--- src/rtl/bomb_sprite_ctrl.sv ---
// Bomb sprite pixel sequencer: maps the scan position to sprite ROM
// addresses and steers the returned colour index through the bomb palette.
// It registers a pixel-aligned RGB / sprite_on pair and runs the bomb
// lifecycle FSM (IDLE -> ACTIVE -> FLASH -> DONE) with the white flash overlay.
// Scan-to-output latency is fixed at 3 clocks:
//   edge 1: rom_addr, in_box_d1, flash_d1
//   edge 2: ROM registers rom_index; in_box_d2, flash_d2
//   edge 3: sprite_on, red/green/blue
module bomb_sprite_ctrl #(
  parameter int          SPR_W        = 32,
  parameter int          SPR_H        = 32,
  parameter int          ADDR_W       = 10,
  parameter logic [7:0]  TRANSP_IDX   = 8'd255,
  parameter int          FLASH_FRAMES = 24,
  parameter int          FLASH_PERIOD = 4
) (
  input  logic              Clk,
  input  logic              Reset,
  input  logic              frame_start,
  input  logic              pixel_valid,
  input  logic [9:0]        DrawX,
  input  logic [9:0]        DrawY,
  input  logic [9:0]        bomb_x,
  input  logic [9:0]        bomb_y,
  input  logic              bomb_active,
  input  logic              bomb_hit,
  output logic [ADDR_W-1:0] rom_addr,
  input  logic [7:0]        rom_index,
  output logic [7:0]        pal_index,
  input  logic [3:0]        pal_red,
  input  logic [3:0]        pal_green,
  input  logic [3:0]        pal_blue,
  output logic [3:0]        red,
  output logic [3:0]        green,
  output logic [3:0]        blue,
  output logic              sprite_on,
  output logic              explode_done,
  output logic [1:0]        state_dbg
);

  // SPR_W is a power of two, so the ROM address is {row offset, column offset}.
  localparam int X_BITS = $clog2(SPR_W);
  localparam int Y_BITS = ADDR_W - X_BITS;
  localparam int CNT_W  = $clog2(FLASH_FRAMES + 1);

  localparam logic [CNT_W-1:0] LAST_CNT = CNT_W'(FLASH_FRAMES - 1);
  localparam logic [CNT_W-1:0] PERIOD   = CNT_W'(FLASH_PERIOD);
  localparam logic [10:0]      W_EXT    = 11'(SPR_W);
  localparam logic [10:0]      H_EXT    = 11'(SPR_H);

  typedef enum logic [1:0] {
    ST_IDLE   = 2'd0,
    ST_ACTIVE = 2'd1,
    ST_FLASH  = 2'd2,
    ST_DONE   = 2'd3
  } state_t;

  state_t             r_state;
  state_t             w_state_nxt;
  logic [CNT_W-1:0]   r_frame_cnt;
  logic [CNT_W-1:0]   w_cnt_nxt;
  logic [CNT_W-1:0]   w_cnt_inc;
  logic               w_period_end;
  logic               r_flash_on;
  logic               w_flash_on_nxt;
  logic               r_explode_done;
  logic               w_done_nxt;
  logic               w_pos_load;
  logic [9:0]         r_pos_x;
  logic [9:0]         r_pos_y;

  logic [10:0]        w_x_end;
  logic [10:0]        w_y_end;
  logic               w_draw_state;
  logic               w_in_box;
  logic               w_flash_px;
  logic [X_BITS-1:0]  w_dx;
  logic [Y_BITS-1:0]  w_dy;

  logic [ADDR_W-1:0]  r_rom_addr;
  logic               r_in_box_d1;
  logic               r_flash_d1;
  logic               r_in_box_d2;
  logic               r_flash_d2;
  logic               w_opaque;
  logic               r_sprite_on;
  logic [3:0]         r_red;
  logic [3:0]         r_green;
  logic [3:0]         r_blue;

  // Frame counter step and flash half-period boundary.
  assign w_cnt_inc    = r_frame_cnt + 1'b1;
  assign w_period_end = ((w_cnt_inc % PERIOD) == '0);

  // Position only follows the game while the bomb is idle or live, on a frame boundary.
  assign w_pos_load = frame_start && ((r_state == ST_IDLE) || (r_state == ST_ACTIVE));

  // State register.
  always_ff @(posedge Clk) begin
    if (Reset) r_state <= ST_IDLE;
    else       r_state <= w_state_nxt;
  end

  // Next-state logic plus frame counter / flash phase / done pulse updates.
  always_comb begin
    w_state_nxt    = r_state;
    w_cnt_nxt      = r_frame_cnt;
    w_flash_on_nxt = r_flash_on;
    w_done_nxt     = 1'b0;
    case (r_state)
      ST_IDLE: begin
        if (frame_start && bomb_active) w_state_nxt = ST_ACTIVE;
      end
      ST_ACTIVE: begin
        // A hit wins over a simultaneous frame boundary.
        if (bomb_hit) begin
          w_state_nxt    = ST_FLASH;
          w_cnt_nxt      = '0;
          w_flash_on_nxt = 1'b1;
        end else if (frame_start && !bomb_active) begin
          w_state_nxt = ST_IDLE;
        end
      end
      ST_FLASH: begin
        if (frame_start) begin
          w_cnt_nxt = w_cnt_inc;
          if (w_period_end) w_flash_on_nxt = ~r_flash_on;
          if (r_frame_cnt == LAST_CNT) begin
            w_state_nxt = ST_DONE;
            w_done_nxt  = 1'b1;
          end
        end
      end
      ST_DONE: begin
        if (frame_start && !bomb_active) w_state_nxt = ST_IDLE;
      end
      default: w_state_nxt = ST_IDLE;
    endcase
  end

  // Lifecycle bookkeeping registers: counter, flash phase, done pulse, latched position.
  always_ff @(posedge Clk) begin
    if (Reset) begin
      r_frame_cnt    <= '0;
      r_flash_on     <= 1'b0;
      r_explode_done <= 1'b0;
      r_pos_x        <= '0;
      r_pos_y        <= '0;
    end else begin
      r_frame_cnt    <= w_cnt_nxt;
      r_flash_on     <= w_flash_on_nxt;
      r_explode_done <= w_done_nxt;
      if (w_pos_load) begin
        r_pos_x <= bomb_x;
        r_pos_y <= bomb_y;
      end
    end
  end

  // Box test in 11 bits so a sprite hanging off the right/bottom never wraps to 0.
  assign w_x_end      = {1'b0, r_pos_x} + W_EXT;
  assign w_y_end      = {1'b0, r_pos_y} + H_EXT;
  assign w_draw_state = (r_state == ST_ACTIVE) || (r_state == ST_FLASH);
  assign w_in_box     = pixel_valid && w_draw_state &&
                        (DrawX >= r_pos_x) && ({1'b0, DrawX} < w_x_end) &&
                        (DrawY >= r_pos_y) && ({1'b0, DrawY} < w_y_end);
  assign w_flash_px   = (r_state == ST_FLASH) && r_flash_on;

  // Offsets are only meaningful inside the box, so low bits suffice.
  assign w_dx = DrawX[X_BITS-1:0] - r_pos_x[X_BITS-1:0];
  assign w_dy = DrawY[Y_BITS-1:0] - r_pos_y[Y_BITS-1:0];

  // Stage 1: ROM address (held outside the box) and per-pixel flags.
  always_ff @(posedge Clk) begin
    if (Reset) begin
      r_rom_addr  <= '0;
      r_in_box_d1 <= 1'b0;
      r_flash_d1  <= 1'b0;
    end else begin
      if (w_in_box) r_rom_addr <= {w_dy, w_dx};
      r_in_box_d1 <= w_in_box;
      r_flash_d1  <= w_flash_px;
    end
  end

  // Stage 2: flags travel alongside the ROM's own read register.
  always_ff @(posedge Clk) begin
    if (Reset) begin
      r_in_box_d2 <= 1'b0;
      r_flash_d2  <= 1'b0;
    end else begin
      r_in_box_d2 <= r_in_box_d1;
      r_flash_d2  <= r_flash_d1;
    end
  end

  // The palette is a combinational lookup on the ROM data.
  assign pal_index = rom_index;
  assign w_opaque  = r_in_box_d2 && (rom_index != TRANSP_IDX);

  // Stage 3: pixel-aligned colour; black whenever the pixel is not an opaque bomb pixel.
  always_ff @(posedge Clk) begin
    if (Reset) begin
      r_sprite_on <= 1'b0;
      r_red       <= 4'h0;
      r_green     <= 4'h0;
      r_blue      <= 4'h0;
    end else begin
      r_sprite_on <= w_opaque;
      if (!w_opaque) begin
        r_red   <= 4'h0;
        r_green <= 4'h0;
        r_blue  <= 4'h0;
      end else if (r_flash_d2) begin
        r_red   <= 4'hF;
        r_green <= 4'hF;
        r_blue  <= 4'hF;
      end else begin
        r_red   <= pal_red;
        r_green <= pal_green;
        r_blue  <= pal_blue;
      end
    end
  end

  assign rom_addr     = r_rom_addr;
  assign sprite_on    = r_sprite_on;
  assign red          = r_red;
  assign green        = r_green;
  assign blue         = r_blue;
  assign explode_done = r_explode_done;
  assign state_dbg    = r_state;

endmodule
--- config.mk ---
export PLATFORM = sky130hd
export DESIGN_NAME = bomb_sprite_ctrl
export DESIGN_NICKNAME = d
export VERILOG_FILES = /design/src/rtl/bomb_sprite_ctrl.sv
export SDC_FILE = /design/constraint.sdc
export NUM_CORES = 1
export LEC_CHECK = 0
export BUFFER_PORTS_ARGS = -buffer_cell sky130_fd_sc_hd__buf_2
export CAP_MARGIN = 20
export CORE_ASPECT_RATIO = 0.5
export CORE_UTILIZATION = 46
export DETAILED_ROUTE_END_ITERATION = 7
export PLACE_DENSITY_LB_ADDON = 0.12
export RECOVER_POWER = 50
export SKIP_LAST_GASP = 1
export SLEW_MARGIN = 20
export SYNTH_ARGS = -nofsm -noshare
export SYNTH_HDL_FRONTEND = slang
export SYNTH_SLANG_ARGS = --single-unit
--- constraint.sdc ---
create_clock -name Clk -period 2.4 [get_ports Clk]
set_input_delay 0.12 -clock Clk [delete_from_list [all_inputs] [get_ports Clk]]
set_output_delay 0.12 -clock Clk [all_outputs]
set_load 0.05 [all_outputs]
==> impl_metrics.tcl, run 1 <==
set metrics [dict create \
    root_buffer "clkbuf_16" \
    crit_type "reg2reg" \
    wl_per_cell_um 12.1 \
    p_leak_nw 1.86 \
    insertion_delay_ps 290 \
    grt_pass1_wl_mm 11.6 \
    vias 2895 \
    antenna_cells 0 \
    layout_common_cells "64 x buf_2, 56 x nand2_1, 45 x dfxtp_1" \
    hold_path_class "in2reg" \
    grt_util_all_layers_pct 20.5 \
    hpwl_mm 5.62 \
    fin_ws_ps -80.0 \
    period_minus_slack_ps 2480 \
    synth_area_leaders "dfxtp_1 35%, ha_1 14%, nand2_1 6.6%" \
    gp_congestion 0.815 \
    min_period_over_period_pct 103 \
    vias_per_cell 4.82 \
    path_clk_slew_ps 70 \
    cp_slowest_stage_delay_ps 520 \
    min_from "pal_green[0]" \
    yosysTopAreaCell "dfxtp_1" \
    grt_max_degree 40 \
    core.rowCount 21 \
    synth_edf_count 0 \
    initial_core_util_pct 47.7 \
    setup_viol 8 \
    required_ps 2580 \
    cp-start-kind "flip-flop" \
    synth_flop_cell "dfxtp_1" \
    final_common_cell "buf_2" \
    status "complete, but fails checks" \
    powerDensity_nw_per_um2 556 \
    antenna_found_initial 0 \
    h-tree-depth 2 \
    synthesis.nets 493 \
    fmax_ghz 0.403 \
    cap_violations 1 \
    drive_gt1_share_pct 29.3 \
    crit_path_max_fanout 3 \
    yosys.cell_types.count 41 \
    maxSlewHeadroom_pct -23.0 \
    ant_nets 0 \
    globalRoute.totalOverflow 0 \
    cts_sinks 56 \
    crit_path_top_delay_cell "or4_4" \
    crit_chain "ha_4 -> fa_2 -> nand2b_4 -> a21oi_4 -> o2111ai_2 -> a211o_1 -> or4_4 -> mux2_4" \
    arrival_ps 2660 \
    fill_cells 623 \
    violations "capacitance limit, slew limit, setup timing" \
    yosysSeqAreaShare_pct 35.1 \
    path_buf_inv 0 \
    r2r-end "rom_addr[3]$_SDFFE_PP0P_" \
    ys_ff_latch 56 \
    core_area_um2 6700 \
    holdWs_ps 27.8 \
    hold_depth 3 \
    portBuffers 99 \
    grt_pass1_vias 2532 \
    drt_iter0_drc 78 \
    worstHoldEndpoint "green[0]$_SDFF_PP0_" \
    drt_wl_total_mm 7.28 \
    fp.dieH_um 60.9 \
    first_pass_iters 4 \
    skew_ps 6.68 \
    peakVddDrop_v 0.000453 \
    crit_family "simple AND/OR/NAND/NOR gates" \
    finalHoldViolations 0 \
    die_w_um 120 \
    drcViolationCount 0 \
    tightestPinTransition_ps 1840 \
    multiInputGateArea_um2 1980 \
    nNetsFinal 613 \
    r2r-start "r_pos_y[0]$_SDFFE_PP0P_" \
    yosysWarnings 0 \
    postPlaceCellArea_um2 4010 \
    io_pins 100 \
    syn_area_per_cell_um2 8.24 \
    area_delta_synth_final_pct 32.7 \
    syn_area_um2 3200 \
    fin_cells 601 \
    placedCellCount 591 \
    ff2ff_setup_slack_ps -80 \
    finalInstanceArea_um2 4240 \
    r2r_cells 8 \
    synth_top_area_share_pct 35.1 \
    clockBufferDepth 2 \
    postSynthCellCount 388 \
    cts_buffers 5 \
    seqCellArea_um2 1140 \
    rsz0062_at_grt "yes" \
    cts_tree "done" \
    end_kind "flip-flop" \
    async_reset_ff_share_pct 0 \
    slew_violations 40 \
    dieArea_um2 7300 \
]
-- kinds of logic after synthesis --
| group | share of synthesized area, % |
|---|---|
| AO/OA/AOI/OAI | 14.3 |
| flip-flops | 35.1 |
| AND/OR/NAND/NOR | 19.8 |
| buffers and inverters | 7.87 |
| adder cells (fa/ha/maj) | 15.7 |
| multiplexers | 3.88 |
| XOR/XNOR | 3.29 |
-- routing by layer --
| layer | track usage (%) | part of all wire (%) | vias to the layer above | wire, µm |
|---|---|---|---|---|
| met4 | 3.21 | 0.48 | 0 | 35 |
| met3 | 5.26 | 7.3 | 5 | 530 |
| met1 | 27.2 | 51 | 1271 | 3680 |
| met5 | 0 | 0 | - | 0 |
| li1 | - | - | 1544 | - |
| met2 | 34.9 | 42 | 75 | 3040 |
-- state kept, by name, indices dropped and copies added, names as in the netlist, 2 cells and up --
register     count
blue             4
red              4
state_dbg        2
r_pos_x         10
r_pos_y         10
rom_addr        10
green            4
r_frame_cnt      5
-- how the worst max path moves through the flow --
stage	from	cells past startpoint	end	slack [ps]
final	r_pos_y[0]$_SDFFE_PP0P_	8	rom_addr[3]$_SDFFE_PP0P_	-80
after global routing	r_pos_x[0]$_SDFFE_PP0P_	10	rom_addr[3]$_SDFFE_PP0P_	-140
after CTS	r_pos_y[0]$_SDFFE_PP0P_	8	rom_addr[3]$_SDFFE_PP0P_	-90
after global placement	r_pos_x[5]$_SDFFE_PP0P_	8	rom_addr[3]$_SDFFE_PP0P_	-120
after detailed placement	r_pos_x[7]$_SDFFE_PP0P_	9	rom_addr[3]$_SDFFE_PP0P_	-140
after floorplan	r_pos_y[0]$_SDFFE_PP0P_	9	rom_addr[3]$_SDFFE_PP0P_	-140
-- Yosys cell counts, drive strengths merged, types with 2 or more instances --
| cell | n |
|---|---|
| dfxtp | 56 |
| nand2 | 56 |
| nor2 | 42 |
| ha | 37 |
| inv | 36 |
| a21oi | 34 |
| buf | 11 |
| clkbuf | 11 |
| o21ai | 10 |
| nor2b | 9 |
| nand3 | 8 |
| nand4 | 8 |
| mux2i | 6 |
| xnor2 | 6 |
| xor2 | 6 |
| mux2 | 5 |
| o211ai | 5 |
| a221oi | 4 |
| nand2b | 4 |
| a21o | 3 |
| a22oi | 3 |
| a31oi | 3 |
| and3 | 3 |
| o21a | 3 |
| a2111oi | 2 |
| a211oi | 2 |
| fa | 2 |
| or2 | 2 |
| or3 | 2 |
-- area by class of cell --
class                   count  area share, %
multi-input cells         274           46.8
flip-flops and latches     56           27.0
repair buffers            135           16.9
inverters                  36           3.19
clock buffers               5           2.95
well taps                  92           2.71
clock inverters             3          0.442
-- what timing repair did --
item / in CTS / in global routing
resized for setup: 10 / 17
pin swaps: 2 / 3
endpoints found under the setup margin: 9 / 9
hold buffers: 0 / 0
buffers inserted: 0 / 2
-- per-stage QoR --
| stage | utilization [%] | TNS (ps) | setup slack (ps) | total power, W |
|---|---|---|---|---|
| floorplan | - | -271 | -135 | 0.00140 |
| finish | 63.3 | -366 | -80.0 | 0.00236 |
| CTS | 62.6 | -569 | -87.5 | 0.00235 |
| global route | 63.3 | -1030 | -140 | 0.00250 |
| global placement | 59.9 | -901 | -117 | 0.00161 |
| detailed placement | 59.9 | -1020 | -140 | 0.00161 |
-- worst reg2reg max path: cells and delay by family (launching register included) --
family	cells	cell delay [ps]
simple gates	2	680
fa+ha+maj	2	490
mux	1	310
flops	1	340
compound gates	3	560
-- report_power, final --
part           internal, W  switching [W]  leakage [nW]
Combinational     0.000290       0.000352          1.33
Clock             0.000386       0.000335        0.0736
Sequential        0.000967      0.0000276         0.460
(Power assumes the default switching activity.)
==> run 2, diff against run 1 <==
--- a/config.mk
+++ b/config.mk
@@ -5,10 +5,13 @@
 export SDC_FILE = /design/constraint.sdc
 export NUM_CORES = 1
 export LEC_CHECK = 0
+export ABC_CLOCK_PERIOD_IN_PS = 2400
 export BUFFER_PORTS_ARGS = -buffer_cell sky130_fd_sc_hd__buf_2
 export CAP_MARGIN = 20
+export CELL_PAD_IN_SITES_DETAIL_PLACEMENT = 1
+export CELL_PAD_IN_SITES_GLOBAL_PLACEMENT = 1
 export CORE_ASPECT_RATIO = 0.5
-export CORE_UTILIZATION = 46
+export CORE_UTILIZATION = 33
 export DETAILED_ROUTE_END_ITERATION = 7
 export PLACE_DENSITY_LB_ADDON = 0.12
 export RECOVER_POWER = 50
==> run 2 against run 1 <==
  * The run still ends with capacitance limit, slew limit, setup timing left
  * Via count increased by 4.0%
  * Critical path depth stayed put
  * Highest routed layer unchanged
  * Worst hold slack worse by 6.7 ps
  * Largest cell class unchanged
  * Largest power group unchanged
  * Sequential share of layout area decreased by 0.41 points
  * Global-route usage fell by 1.7 points
  * Final area rose by 1.7%
  * Critical endpoint unchanged
  * Worst setup slack got worse by 21 ps
==> impl_metrics.tcl, run 2 (synthesized netlist as in run 1, its figures left out) <==
set metrics [dict create \
    hold_path_class "in2reg" \
    io_pins 100 \
    cts_buffers 5 \
    final_common_cell "buf_2" \
    fin_setup_tns_ps -618 \
    antenna_found_initial 0 \
    r2r_cells 8 \
    skew_ps 9.85 \
    globalRoute.totalOverflow 0 \
    fp.dieH_um 71.6 \
    rsz0062_at_grt "yes" \
    insertion_delay_ps 300 \
    crit_chain "ha_4 -> inv_1 -> ha_1 -> and3_1 -> a221oi_2 -> a21oi_2 -> or4_4 -> mux2_4" \
    path_buf_inv 1 \
    fin_util_pct 47.7 \
    gp_congestion 0.783 \
    core.rowCount 24 \
    min_period_over_period_pct 104 \
    tightestPinTransition_ps 1830 \
    fill_cells 1137 \
    period_minus_slack_ps 2500 \
    fin_ws_ps -101 \
    grt_util_all_layers_pct 18.9 \
    nNetsFinal 618 \
    first_pass_iters 4 \
    crit_family "simple AND/OR/NAND/NOR gates" \
    cp-start-kind "flip-flop" \
    path_clk_slew_ps 80 \
    crit_path_top_delay_cell "or4_4" \
    cp_slowest_stage_delay_ps 460 \
    vias 3011 \
    setup_viol 9 \
    required_ps 2590 \
    power_w 0.00242 \
    fmax_ghz 0.400 \
    end_kind "flip-flop" \
    vias_per_cell 4.68 \
    area_delta_synth_final_pct 34.9 \
    crit_type "reg2reg" \
    core_area_um2 9040 \
    cts_tree "done" \
    layout_common_cells "74 x buf_2, 56 x nand2_1, 44 x dfxtp_1" \
    ff2ff_setup_slack_ps -100 \
    min_from "pal_green[3]" \
    hold_depth 3 \
    finalHoldViolations 0 \
    drt_iter0_drc 52 \
    r2r-end "rom_addr[3]$_SDFFE_PP0P_" \
    holdWs_ps 21.0 \
    r2r-start "r_pos_y[6]$_SDFFE_PP0P_" \
    hpwl_mm 7.00 \
    arrival_ps 2690 \
    initial_core_util_pct 35.4 \
    drcViolationCount 0 \
    maxSlewHeadroom_pct -21.8 \
    drive_gt1_share_pct 31.1 \
    h-tree-depth 2 \
    cts_sinks 56 \
    root_buffer "clkbuf_16" \
    powerDensity_nw_per_um2 560 \
    cap_violations 1 \
    grt_max_degree 40 \
    status "complete, but fails checks" \
    grt_pass1_vias 3085 \
    die_w_um 141 \
    antenna_cells 0 \
    violations "capacitance limit, slew limit, setup timing" \
    drt_wl_total_mm 9.16 \
    holdBufCountCts 0 \
    p_leak_nw 1.93 \
    grt_pass1_wl_mm 14.9 \
    wl_per_cell_um 14.2 \
    slew_violations 40 \
    dieArea_um2 10100 \
    portBuffers 99 \
    clockBufferDepth 2 \
    ant_nets 0 \
    crit_path_max_fanout 4 \
    worstHoldEndpoint "green[3]$_SDFF_PP0_" \
    peakVddDrop_v 0.000245 \
]
run 2: worst max path at each step:
stage                                        from                       end  slack (ps)  cells past startpoint
final                     r_pos_y[6]$_SDFFE_PP0P_  rom_addr[3]$_SDFFE_PP0P_        -100                      8
after global placement    r_pos_x[0]$_SDFFE_PP0P_  rom_addr[0]$_SDFFE_PP0P_        -130                     12
after floorplan           r_pos_y[0]$_SDFFE_PP0P_  rom_addr[3]$_SDFFE_PP0P_        -140                      9
after detailed placement  r_pos_x[5]$_SDFFE_PP0P_  rom_addr[4]$_SDFFE_PP0P_        -170                      8
after global routing      r_pos_y[6]$_SDFFE_PP0P_  rom_addr[3]$_SDFFE_PP0P_        -160                      8
after CTS                 r_pos_y[0]$_SDFFE_PP0P_  rom_addr[3]$_SDFFE_PP0P_         -90                      8
run 2: metal layers:
layer	up-vias	track usage, %	part of all wire (%)
li1	1551	-	-
met1	1386	24.6	49
met2	65	32.1	44
met3	9	4.08	5.3
met4	0	4.35	1.0
met5	-	0	0
run 2: metrics by stage:
step,worst slack (ps),area [µm²],instances
2_1_floorplan,-135,3260,388
3_3_place_gp,-129,4100,634
3_5_place_dp,-165,4100,634
4_1_cts,-90.4,4300,643
5_1_grt,-159,4310,644
6_report,-101,4310,644
run 2: tightest hold or removal path: stages:
cell,delay (ps)
buf_2,80
nor2_1,30
nor2_1,60
run 2: power breakdown:
group | total (W) | switching [W] | internal [W]
sequential | 0.000995 | 0.0000280 | 0.000967
clock | 0.000744 | 0.000358 | 0.000386
combinational | 0.000676 | 0.000377 | 0.000299
total | 0.00242 | 0.000763 | 0.00165
run 2: area by class of cell:
class                      count  area, µm²  share of cell area [%]
timing repair buffer         140        768                    17.8
clock buffer                   5        125                    2.90
clock inverter                 3       18.8                   0.435
tap                          130        163                    3.77
multi-input combinational    274       1960                    45.4
sequential                    56       1150                    26.6
inverter                      36        135                    3.13
run 2: repair_timing:
action | CTS | global route
gates cloned | 0 | 0
resized for setup | 17 | 8
buffers inserted | 2 | 1
setup endpoints to repair | 11 | 11
pin swaps | 4 | 1
==> run 3, diff against run 2 <==
--- a/config.mk
+++ b/config.mk
@@ -11,10 +11,13 @@
 export CELL_PAD_IN_SITES_DETAIL_PLACEMENT = 1
 export CELL_PAD_IN_SITES_GLOBAL_PLACEMENT = 1
 export CORE_ASPECT_RATIO = 0.5
+export CORE_MARGIN = 4
 export CORE_UTILIZATION = 33
 export DETAILED_ROUTE_END_ITERATION = 7
 export PLACE_DENSITY_LB_ADDON = 0.12
 export RECOVER_POWER = 50
+export SETUP_SLACK_MARGIN = 0.15
+export SKIP_CTS_REPAIR_TIMING = 1
 export SKIP_LAST_GASP = 1
 export SLEW_MARGIN = 20
 export SYNTH_ARGS = -nofsm -noshare
==> run 3 against run 2 <==
  * The run still ends with capacitance limit, slew limit, setup timing left
  * Total power rose by 3.2%
  * Largest power group unchanged
  * Clock skew is 3.8 ps lower
  * Final area increased by 0.78%
  * Highest routed layer unchanged
  * Via count decreased by 0.27%
==> impl_metrics.tcl, run 3 (synthesized netlist as in run 1, its figures left out) <==
set metrics [dict create \
    insertion_delay_ps 290 \
    r2r-end "rom_addr[0]$_SDFFE_PP0P_" \
    portBuffers 99 \
    hold_path_class "in2reg" \
    antenna_found_initial 0 \
    cts_sinks 56 \
    required_ps 2590 \
    violations "capacitance limit, slew limit, setup timing" \
    cts_buffers 5 \
    r2r_cells 10 \
    grt_pass1_wl_mm 15.0 \
    gp_congestion 0.774 \
    crit_chain "ha_4 -> fa_2 -> nand2b_4 -> a21oi_4 -> o2111ai_1 -> a211o_1 -> buf_6 -> nor4_4 -> buf_6 -> mux2_2" \
    tightestPinTransition_ps 2030 \
    antenna_cells 0 \
    end_kind "flip-flop" \
    wl_per_cell_um 13.9 \
    slew_violations 40 \
    p_leak_nw 1.92 \
    path_clk_slew_ps 80 \
    hold_depth 3 \
    dp_worst_setup_slack_ps -159 \
    critical_path.most_common_cell "buf_6" \
    initial_core_util_pct 33.8 \
    maxSlewHeadroom_pct -35.3 \
    clockBufferDepth 2 \
    grt_pass1_vias 3156 \
    fin_ws_ps -139 \
    dieArea_um2 11400 \
    fin_util_pct 46.0 \
    first_pass_iters 4 \
    seqCellArea_um2 1140 \
    crit_path_max_fanout 5 \
    status "complete, but fails checks" \
    power_w 0.00249 \
    period_minus_slack_ps 2540 \
    cap_violations 1 \
    vias_per_cell 4.66 \
    powerDensity_nw_per_um2 574 \
    multiInputGateArea_um2 1980 \
    globalRoute.totalOverflow 0 \
    vias 3003 \
    ff2ff_setup_slack_ps -140 \
    fp.dieH_um 77.6 \
    core_area_um2 9450 \
    drt_wl_total_mm 8.99 \
    crit_type "reg2reg" \
    setup_viol 10 \
    layout_common_cells "74 x buf_2, 56 x nand2_1, 47 x dfxtp_1" \
    worstHoldEndpoint "green[1]$_SDFF_PP0_" \
    h-tree-depth 2 \
    root_buffer "clkbuf_16" \
    drcViolationCount 0 \
    peakVddDrop_v 0.000272 \
    fmax_ghz 0.394 \
    rsz0062_at_grt "yes" \
    min_from "pal_green[1]" \
    arrival_ps 2730 \
    hpwl_mm 7.19 \
    fill_cells 1185 \
    final_common_cell "buf_2" \
    cp-startpoint "r_pos_y[0]$_SDFFE_PP0P_" \
    cp-start-kind "flip-flop" \
    io_pins 100 \
    drt_iter0_drc 59 \
    r2r-start "r_pos_y[0]$_SDFFE_PP0P_" \
    die_w_um 147 \
    finalHoldViolations 0 \
    core.rowCount 25 \
    drive_gt1_share_pct 31.0 \
    crit_path_top_delay_cell "dfxtp_2" \
    ant_nets 0 \
    nNetsFinal 614 \
    area_delta_synth_final_pct 36.0 \
    grt_util_all_layers_pct 16.0 \
    skew_ps 6.01 \
    grt_max_degree 40 \
    min_period_over_period_pct 106 \
    cts_tree "done" \
    cp_slowest_stage_delay_ps 340 \
    fin_setup_tns_ps -925 \
]
## run 3: final cells by class
cell class,instances,area share (%)
multi-input cells,274,45.6
flip-flops and latches,56,26.3
repair buffers,136,17.2
well taps,135,3.89
inverters,36,3.11
clock buffers,5,2.88
clock inverters,3,1.09
## run 3: worst max-delay path by stage
stage	endpoint	cells past startpoint
final	rom_addr[0]$_SDFFE_PP0P_	10
after global routing	rom_addr[0]$_SDFFE_PP0P_	10
after CTS	rom_addr[0]$_SDFFE_PP0P_	9
after detailed placement	rom_addr[0]$_SDFFE_PP0P_	10
after global placement	rom_addr[3]$_SDFFE_PP0P_	8
after floorplan	rom_addr[3]$_SDFFE_PP0P_	9
## run 3: stage by stage
stage | cells | hold WS [ps] | area, µm²
6_report | 645 | 25.8 | 4350
5_1_grt | 645 | 29.6 | 4350
4_1_cts | 642 | 21.9 | 4290
2_1_floorplan | 388 | 236 | 3310
3_3_place_gp | 634 | 325 | 4110
3_5_place_dp | 634 | 333 | 4110
## run 3: critical path: cells and delay by family (launching register included)
kind | cells | cell delay (ps)
AO/OA/AOI/OAI | 3 | 570
adder cells (fa/ha/maj) | 2 | 490
AND/OR/NAND/NOR | 2 | 420
flip-flops | 1 | 340
multiplexers | 1 | 320
buffers and inverters | 2 | 290
## run 3: power breakdown
| group | total (W) | switching [W] | internal, W |
|---|---|---|---|
| combinational | 0.000657 | 0.000364 | 0.000293 |
| clock | 0.000842 | 0.000346 | 0.000496 |
| sequential | 0.000995 | 0.0000282 | 0.000967 |
| total | 0.00249 | 0.000738 | 0.00176 |
## run 3: routing by layer
layer / part of all wire, % / GRT usage, % / up-vias
met5: 0 / 0 / -
met1: 52 / 22.3 / 1402
li1: - / - / 1541
met3: 5.0 / 4.20 / 2
met4: 0.20 / 1.95 / 0
met2: 43 / 25.7 / 58
